`config.mk`:
```
export PLATFORM = sky130hd
export DESIGN_NAME = vend_ctrl
export DESIGN_NICKNAME = d
export VERILOG_FILES = /design/src/rtl/vend_ctrl.sv
export SDC_FILE = /design/constraint.sdc
export NUM_CORES = 1
export LEC_CHECK = 0
export BUFFER_PORTS_ARGS = -buffer_cell sky130_fd_sc_hd__buf_4
export CORE_UTILIZATION = 55
export DETAILED_ROUTE_END_ITERATION = 12
export HOLD_SLACK_MARGIN = 0.02
export PLACE_DENSITY_LB_ADDON = 0.2
export SLEW_MARGIN = 5
export SYNTH_ARGS = -nofsm -noshare
export SYNTH_HDL_FRONTEND = slang
export SYNTH_SLANG_ARGS = --single-unit
```
`constraint.sdc`:
```
create_clock -name clk -period 5.6 [get_ports clk]
set_clock_uncertainty 0.15 [all_clocks]
set_input_delay 1.12 -clock clk [delete_from_list [all_inputs] [get_ports clk]]
set_output_delay 1.12 -clock clk [all_outputs]
set_load 0.03 [all_outputs]
```
`src/rtl/vend_ctrl.sv`:
```
// Vending machine transaction controller: coin credit, product cursor,
// dispense handshake and coin-by-coin change payout on cancel.
module vend_ctrl #(
  parameter logic [3:0] PRICE0     = 4'd7,
  parameter logic [3:0] PRICE1     = 4'd5,
  parameter logic [3:0] PRICE2     = 4'd6,
  parameter logic [3:0] PRICE3     = 4'd10,
  parameter logic [3:0] PRICE4     = 4'd8,
  parameter logic [6:0] MAX_CREDIT = 7'd99
) (
  input  logic       clk,
  input  logic       rst,
  input  logic       coin_valid,
  input  logic [1:0] coin_value,
  input  logic       sel_left,
  input  logic       sel_right,
  input  logic       buy,
  input  logic       cancel,
  input  logic       dispense_ack,
  input  logic       change_ack,
  output logic [6:0] credit,
  output logic [2:0] sel_idx,
  output logic [3:0] sel_price,
  output logic [4:0] affordable,
  output logic       dispense_req,
  output logic [2:0] dispense_idx,
  output logic       change_req,
  output logic [1:0] change_coin,
  output logic       coin_reject,
  output logic       buy_denied,
  output logic       busy
);

  typedef enum logic [1:0] {IDLE, VEND, CHANGE, GAP} state_t;

  state_t     state_q, state_d;
  logic [6:0] credit_q, credit_d;
  logic [2:0] sel_idx_q, sel_idx_d;
  logic [2:0] dispense_idx_q, dispense_idx_d;
  logic       dispense_req_q, dispense_req_d;
  logic       change_req_q, change_req_d;
  logic [1:0] change_coin_q, change_coin_d;
  logic       coin_reject_q, coin_reject_d;
  logic       buy_denied_q, buy_denied_d;

  logic [7:0] coin_sum;

  // Coin encoding to credit units.
  function automatic logic [4:0] coin_units(input logic [1:0] code);
    case (code)
      2'b00:   coin_units = 5'd1;
      2'b01:   coin_units = 5'd5;
      2'b10:   coin_units = 5'd10;
      default: coin_units = 5'd20;
    endcase
  endfunction

  // Largest denomination not exceeding the remaining credit.
  function automatic logic [1:0] payout_coin(input logic [6:0] cr);
    if (cr >= 7'd20)      payout_coin = 2'b11;
    else if (cr >= 7'd10) payout_coin = 2'b10;
    else if (cr >= 7'd5)  payout_coin = 2'b01;
    else                  payout_coin = 2'b00;
  endfunction

  // Price lookup for the cursor position.
  always_comb begin
    case (sel_idx_q)
      3'd1:    sel_price = PRICE1;
      3'd2:    sel_price = PRICE2;
      3'd3:    sel_price = PRICE3;
      3'd4:    sel_price = PRICE4;
      default: sel_price = PRICE0;
    endcase
  end

  // Affordability flags for the display.
  always_comb begin
    affordable[0] = credit_q >= {3'b000, PRICE0};
    affordable[1] = credit_q >= {3'b000, PRICE1};
    affordable[2] = credit_q >= {3'b000, PRICE2};
    affordable[3] = credit_q >= {3'b000, PRICE3};
    affordable[4] = credit_q >= {3'b000, PRICE4};
  end

  assign coin_sum = {1'b0, credit_q} + {3'b000, coin_units(coin_value)};

  // Next-state logic: arbitration in IDLE, handshakes elsewhere.
  always_comb begin
    state_d        = state_q;
    credit_d       = credit_q;
    sel_idx_d      = sel_idx_q;
    dispense_idx_d = dispense_idx_q;
    dispense_req_d = dispense_req_q;
    change_req_d   = change_req_q;
    change_coin_d  = change_coin_q;
    coin_reject_d  = 1'b0;
    buy_denied_d   = 1'b0;

    case (state_q)
      IDLE: begin
        if (cancel) begin
          coin_reject_d = coin_valid;
          if (credit_q != '0) begin
            state_d       = CHANGE;
            change_req_d  = 1'b1;
            change_coin_d = payout_coin(credit_q);
          end
        end else if (buy) begin
          coin_reject_d = coin_valid;
          if (credit_q >= {3'b000, sel_price}) begin
            credit_d       = credit_q - {3'b000, sel_price};
            dispense_idx_d = sel_idx_q;
            dispense_req_d = 1'b1;
            state_d        = VEND;
          end else begin
            buy_denied_d = 1'b1;
          end
        end else if (coin_valid) begin
          if (coin_sum <= {1'b0, MAX_CREDIT}) credit_d = coin_sum[6:0];
          else                                coin_reject_d = 1'b1;
        end else if (sel_right && !sel_left) begin
          sel_idx_d = (sel_idx_q == 3'd4) ? 3'd0 : sel_idx_q + 3'd1;
        end else if (sel_left && !sel_right) begin
          sel_idx_d = (sel_idx_q == 3'd0) ? 3'd4 : sel_idx_q - 3'd1;
        end
      end
      VEND: begin
        coin_reject_d = coin_valid;
        if (dispense_ack && dispense_req_q) begin
          dispense_req_d = 1'b0;
          state_d        = IDLE;
        end
      end
      CHANGE: begin
        coin_reject_d = coin_valid;
        if (change_ack && change_req_q) begin
          credit_d     = credit_q - {2'b00, coin_units(change_coin_q)};
          change_req_d = 1'b0;
          state_d      = (credit_d == '0) ? IDLE : GAP;
        end
      end
      default: begin
        coin_reject_d = coin_valid;
        state_d       = CHANGE;
        change_req_d  = 1'b1;
        change_coin_d = payout_coin(credit_q);
      end
    endcase
  end

  // State and registered outputs.
  always_ff @(posedge clk) begin
    if (rst) begin
      state_q        <= IDLE;
      credit_q       <= '0;
      sel_idx_q      <= '0;
      dispense_idx_q <= '0;
      dispense_req_q <= 1'b0;
      change_req_q   <= 1'b0;
      change_coin_q  <= '0;
      coin_reject_q  <= 1'b0;
      buy_denied_q   <= 1'b0;
    end else begin
      state_q        <= state_d;
      credit_q       <= credit_d;
      sel_idx_q      <= sel_idx_d;
      dispense_idx_q <= dispense_idx_d;
      dispense_req_q <= dispense_req_d;
      change_req_q   <= change_req_d;
      change_coin_q  <= change_coin_d;
      coin_reject_q  <= coin_reject_d;
      buy_denied_q   <= buy_denied_d;
    end
  end

  assign credit       = credit_q;
  assign sel_idx      = sel_idx_q;
  assign dispense_req = dispense_req_q;
  assign dispense_idx = dispense_idx_q;
  assign change_req   = change_req_q;
  assign change_coin  = change_coin_q;
  assign coin_reject  = coin_reject_q;
  assign buy_denied   = buy_denied_q;
  assign busy         = (state_q != IDLE);

endmodule
```
==> qor.tcl <==
set qor(weighted_congestion_reported_at_the_end_of_routability_driven_placement) 0.959
set qor(max-slew-margin-rel_pct) 35.7
set qor(ys.warnings.count) 0
set qor(die_area_um2) 4440
set qor(cts.repair_timing.setup_buffer_count) 0
set qor(post_synth_inst_count) 316
set qor(drt_drc_violations_left) 0
set qor(placed_cell_area_um2) 2590
set qor(timing.final.hold_violations) 0
set qor(grt_usage_pct) 28.5
set qor(firstDrtPassIters) 4
set qor(tns_ns) 0
set qor(post_drt_wl_per_cell_um) 15.5
set qor(min-delay-path-class) {flip-flop to flip-flop}
set qor(final_layout_size_suffix_gt1_share_pct) 14.7
set qor(timing.hold.worst_path_depth) 2
set qor(starting_drc_count_in_detailed_routing) 247
set qor(timing.reg2reg.worst_path_depth) 10
set qor(placement.io_buffers) 39
set qor(synth_top_cells_by_count) {nor2_1, inv_1, nand2_1}
set qor(synthDominantAreaCellType) {dfxtp_1}
set qor(seq_area_um2) 420
set qor(ys_seq_area_share_pct) 18.3
set qor(cts_hold_repair.buffers) 0
set qor(root_buffer) {clkbuf_8}
set qor(ctsHtreeMaxLevel) 1
set qor(average_vias_per_placed_instance) 6.04
set qor(achievable-frequency_mhz) 261
set qor(cts_made_buffers) 3
set qor(ys_dominant_reg_cell) {dfxtp_1}
set qor(postRouteAntennaNets) 0
set qor(cp_cell_sequence) {buf_4 -> nor2b_1 -> xnor2_1 -> ha_1 -> and2_1 -> o31a_1 -> or4_1 -> mux2i_1 -> o211a_2 -> nor2_1 -> a41o_1}
set qor(synth_top_cells_by_area) {dfxtp_1, ha_1, nor2_1, a21oi_1, inv_1}
set qor(average_cell_area_after_synthesis_um2) 7.27
set qor(synth_area_um2) 2300
set qor(regToRegStartpoint) {credit[1]}
set qor(cts_resized) 0
set qor(finish.instance_area_um2) 2640
set qor(synth_edf_count) 0
set qor(start_util_pct) 57.4
set qor(routed_wirelength_um) 6140
set qor(crit_start) {coin_value[1]}
set qor(crit_path_end_kind) {flip-flop}
set qor(worst_setup_path_endpoint) {credit[2]}
set qor(die-height_um) 66.6
set qor(crit_required_ns) 5.61
set qor(critPathLaunchType) {input pin}
set qor(rr_endpoint) {credit[2]}
set qor(cts_max_path_buffers) 2
set qor(stdcell_count) 396
set qor(yosys.cell_types.count) 50
set qor(period_minus_slack_ns) 3.83
set qor(post-synth-top-count-cell) {nor2_1}
set qor(status) {completed}
set qor(cp.arrival_ns) 3.84
set qor(layout-area-overhead-vs-synth_pct) 14.9
set qor(synth-async-reset-ratio_pct) 0
set qor(peakVddDrop_v) 0.000328
set qor(grt_pass1_wl_um) 9630
set qor(layout.nets) 385
set qor(clk_pin_slew_worst_paths_ns) 0.08
set qor(setup_violations) 0
set qor(placedCellCount) 392
set qor(layout_worst_path_cycle_share_pct) 68.3
set qor(global_route.overflow_total) 0
set qor(worst_slack_ns) 1.77
set qor(fp-row-count) 23
set qor(share_of_the_core_filled_with_cells_in_the_final_layout_pct) 66.0
set qor(cts_tree) {built}
set qor(crit_type) {input pin to flip-flop}
set qor(multiInputGateArea_um2) 1710
set qor(num-fill-cells) 376
set qor(worstMarginPinSlew_ns) 0.955
set qor(slew_viol_final) 0
set qor(cap_viol_max_count) 0
set qor(insertedDiodeCount) 0
set qor(reg2reg_setup_slack_ns) 2.12
set qor(worstSkewPairLatency_ns) 0.26
set qor(power_per_cell_area_nw_per_um2) 631
set qor(clock_sinks) 21
set qor(core-area_um2) 4000
set qor(dp_hpwl_um) 4710
set qor(antenna_found_initial) 0
set qor(leakage_nw) 1.19
set qor(dp_worst_slack_ns) 1.53
set qor(ios) 40
set qor(biggest_cell_delay_along_the_critical_path_ns) 0.47
set qor(floorplan.die.width_um) 66.6
set qor(first_global_vias) 2045
set qor(synth.ff_latch_count) 21
set qor(postSynthNetCount) 354
set qor(slowest_stage) {or4_1}
set qor(path_max_fanout) 8
set qor(post-synth-top-area-fraction_pct) 18.3
set qor(vias) 2392
set qor(grt_start_max_net_pins) 19
set qor(setup_repair_after_global_routing_missed_its_margin) {false}
[per-layer routing]
metal	GRT usage [%]	vias up	share of wire, %
li1	-	1210	-
met1	37.9	1096	47
met2	45.6	76	46
met3	3.08	10	4.7
met4	13.0	0	2.3
met5	0	-	0
[cell usage in the layout (no fill, tap or decap), types with 10 or more instances in the layout]
master,Yosys,layout
nor2_1,39,39
buf_4,0,39
inv_1,28,28
nand2_1,26,26
ha_1,25,25
a21oi_1,24,24
o21ai_0,21,21
dfxtp_1,21,21
nor3_1,10,10
[critical path: cells and delay by family]
family / cells / cell delay (ns)
XOR/XNOR: 1 / 0.12
adder cells (fa/ha/maj): 1 / 0.27
AND/OR/NAND/NOR: 4 / 1.22
multiplexers: 1 / 0.23
AO/OA/AOI/OAI: 3 / 0.76
buffers and inverters: 1 / 0.12
[cell families (layout without fill, tap and decap cells)]
logic type,Yosys count,after routing,share of synthesized area (%)
muxes,6,6,2.67
buffers and inverters,41,71,7.14
AOI/OAI and AO/OA,102,102,30.4
adders and majority gates,27,27,15.4
and+or+nand+nor,113,113,23.9
DFF,21,21,18.3
xor gates and xnor gates,6,6,2.29
[flip-flops by register name (all words and copies together), names as in the netlist]
signal        flops
sel_idx           3
coin_reject       1
change_req        1
buy_denied        1
change_coin       2
dispense_req      1
dispense_idx      3
credit            7
state_q           2
[cell type report]
type / instances / share of cell area (%)
inverters: 28 / 3.98
repair buffers: 39 / 11.1
clock buffers: 4 / 1.71
flip-flops and latches: 21 / 15.9
well taps: 50 / 2.37
multi-input cells: 254 / 64.9
[stage by stage]
step	hold slack [ns]	power, W
after global routing	0.396	0.00180
after floorplan	0.338	0.00121
after detailed placement	0.339	0.00154
after CTS	0.364	0.00165
final	0.358	0.00167
after global placement	0.321	0.00153
[power by group]
group	switching, W	internal [W]
registers	0.000107	0.000195
logic	0.000766	0.000496
clock network	0.0000511	0.0000508
total	0.000924	0.000741
[worst min-delay path by stage]
| stage | start | end | slack, ns |
|---|---|---|---|
| 3_5_place_dp | dispense_idx[2] | dispense_idx[2] | 0.34 |
| 4_1_cts | dispense_idx[1] | dispense_idx[1] | 0.36 |
| 5_1_grt | dispense_idx[1] | dispense_idx[1] | 0.40 |
| 6_report | dispense_idx[1] | dispense_idx[1] | 0.36 |
| 2_1_floorplan | state_q[0] | state_q[0] | 0.34 |
| 3_3_place_gp | dispense_idx[0] | dispense_idx[0] | 0.32 |
(Power assumes the default switching activity.)
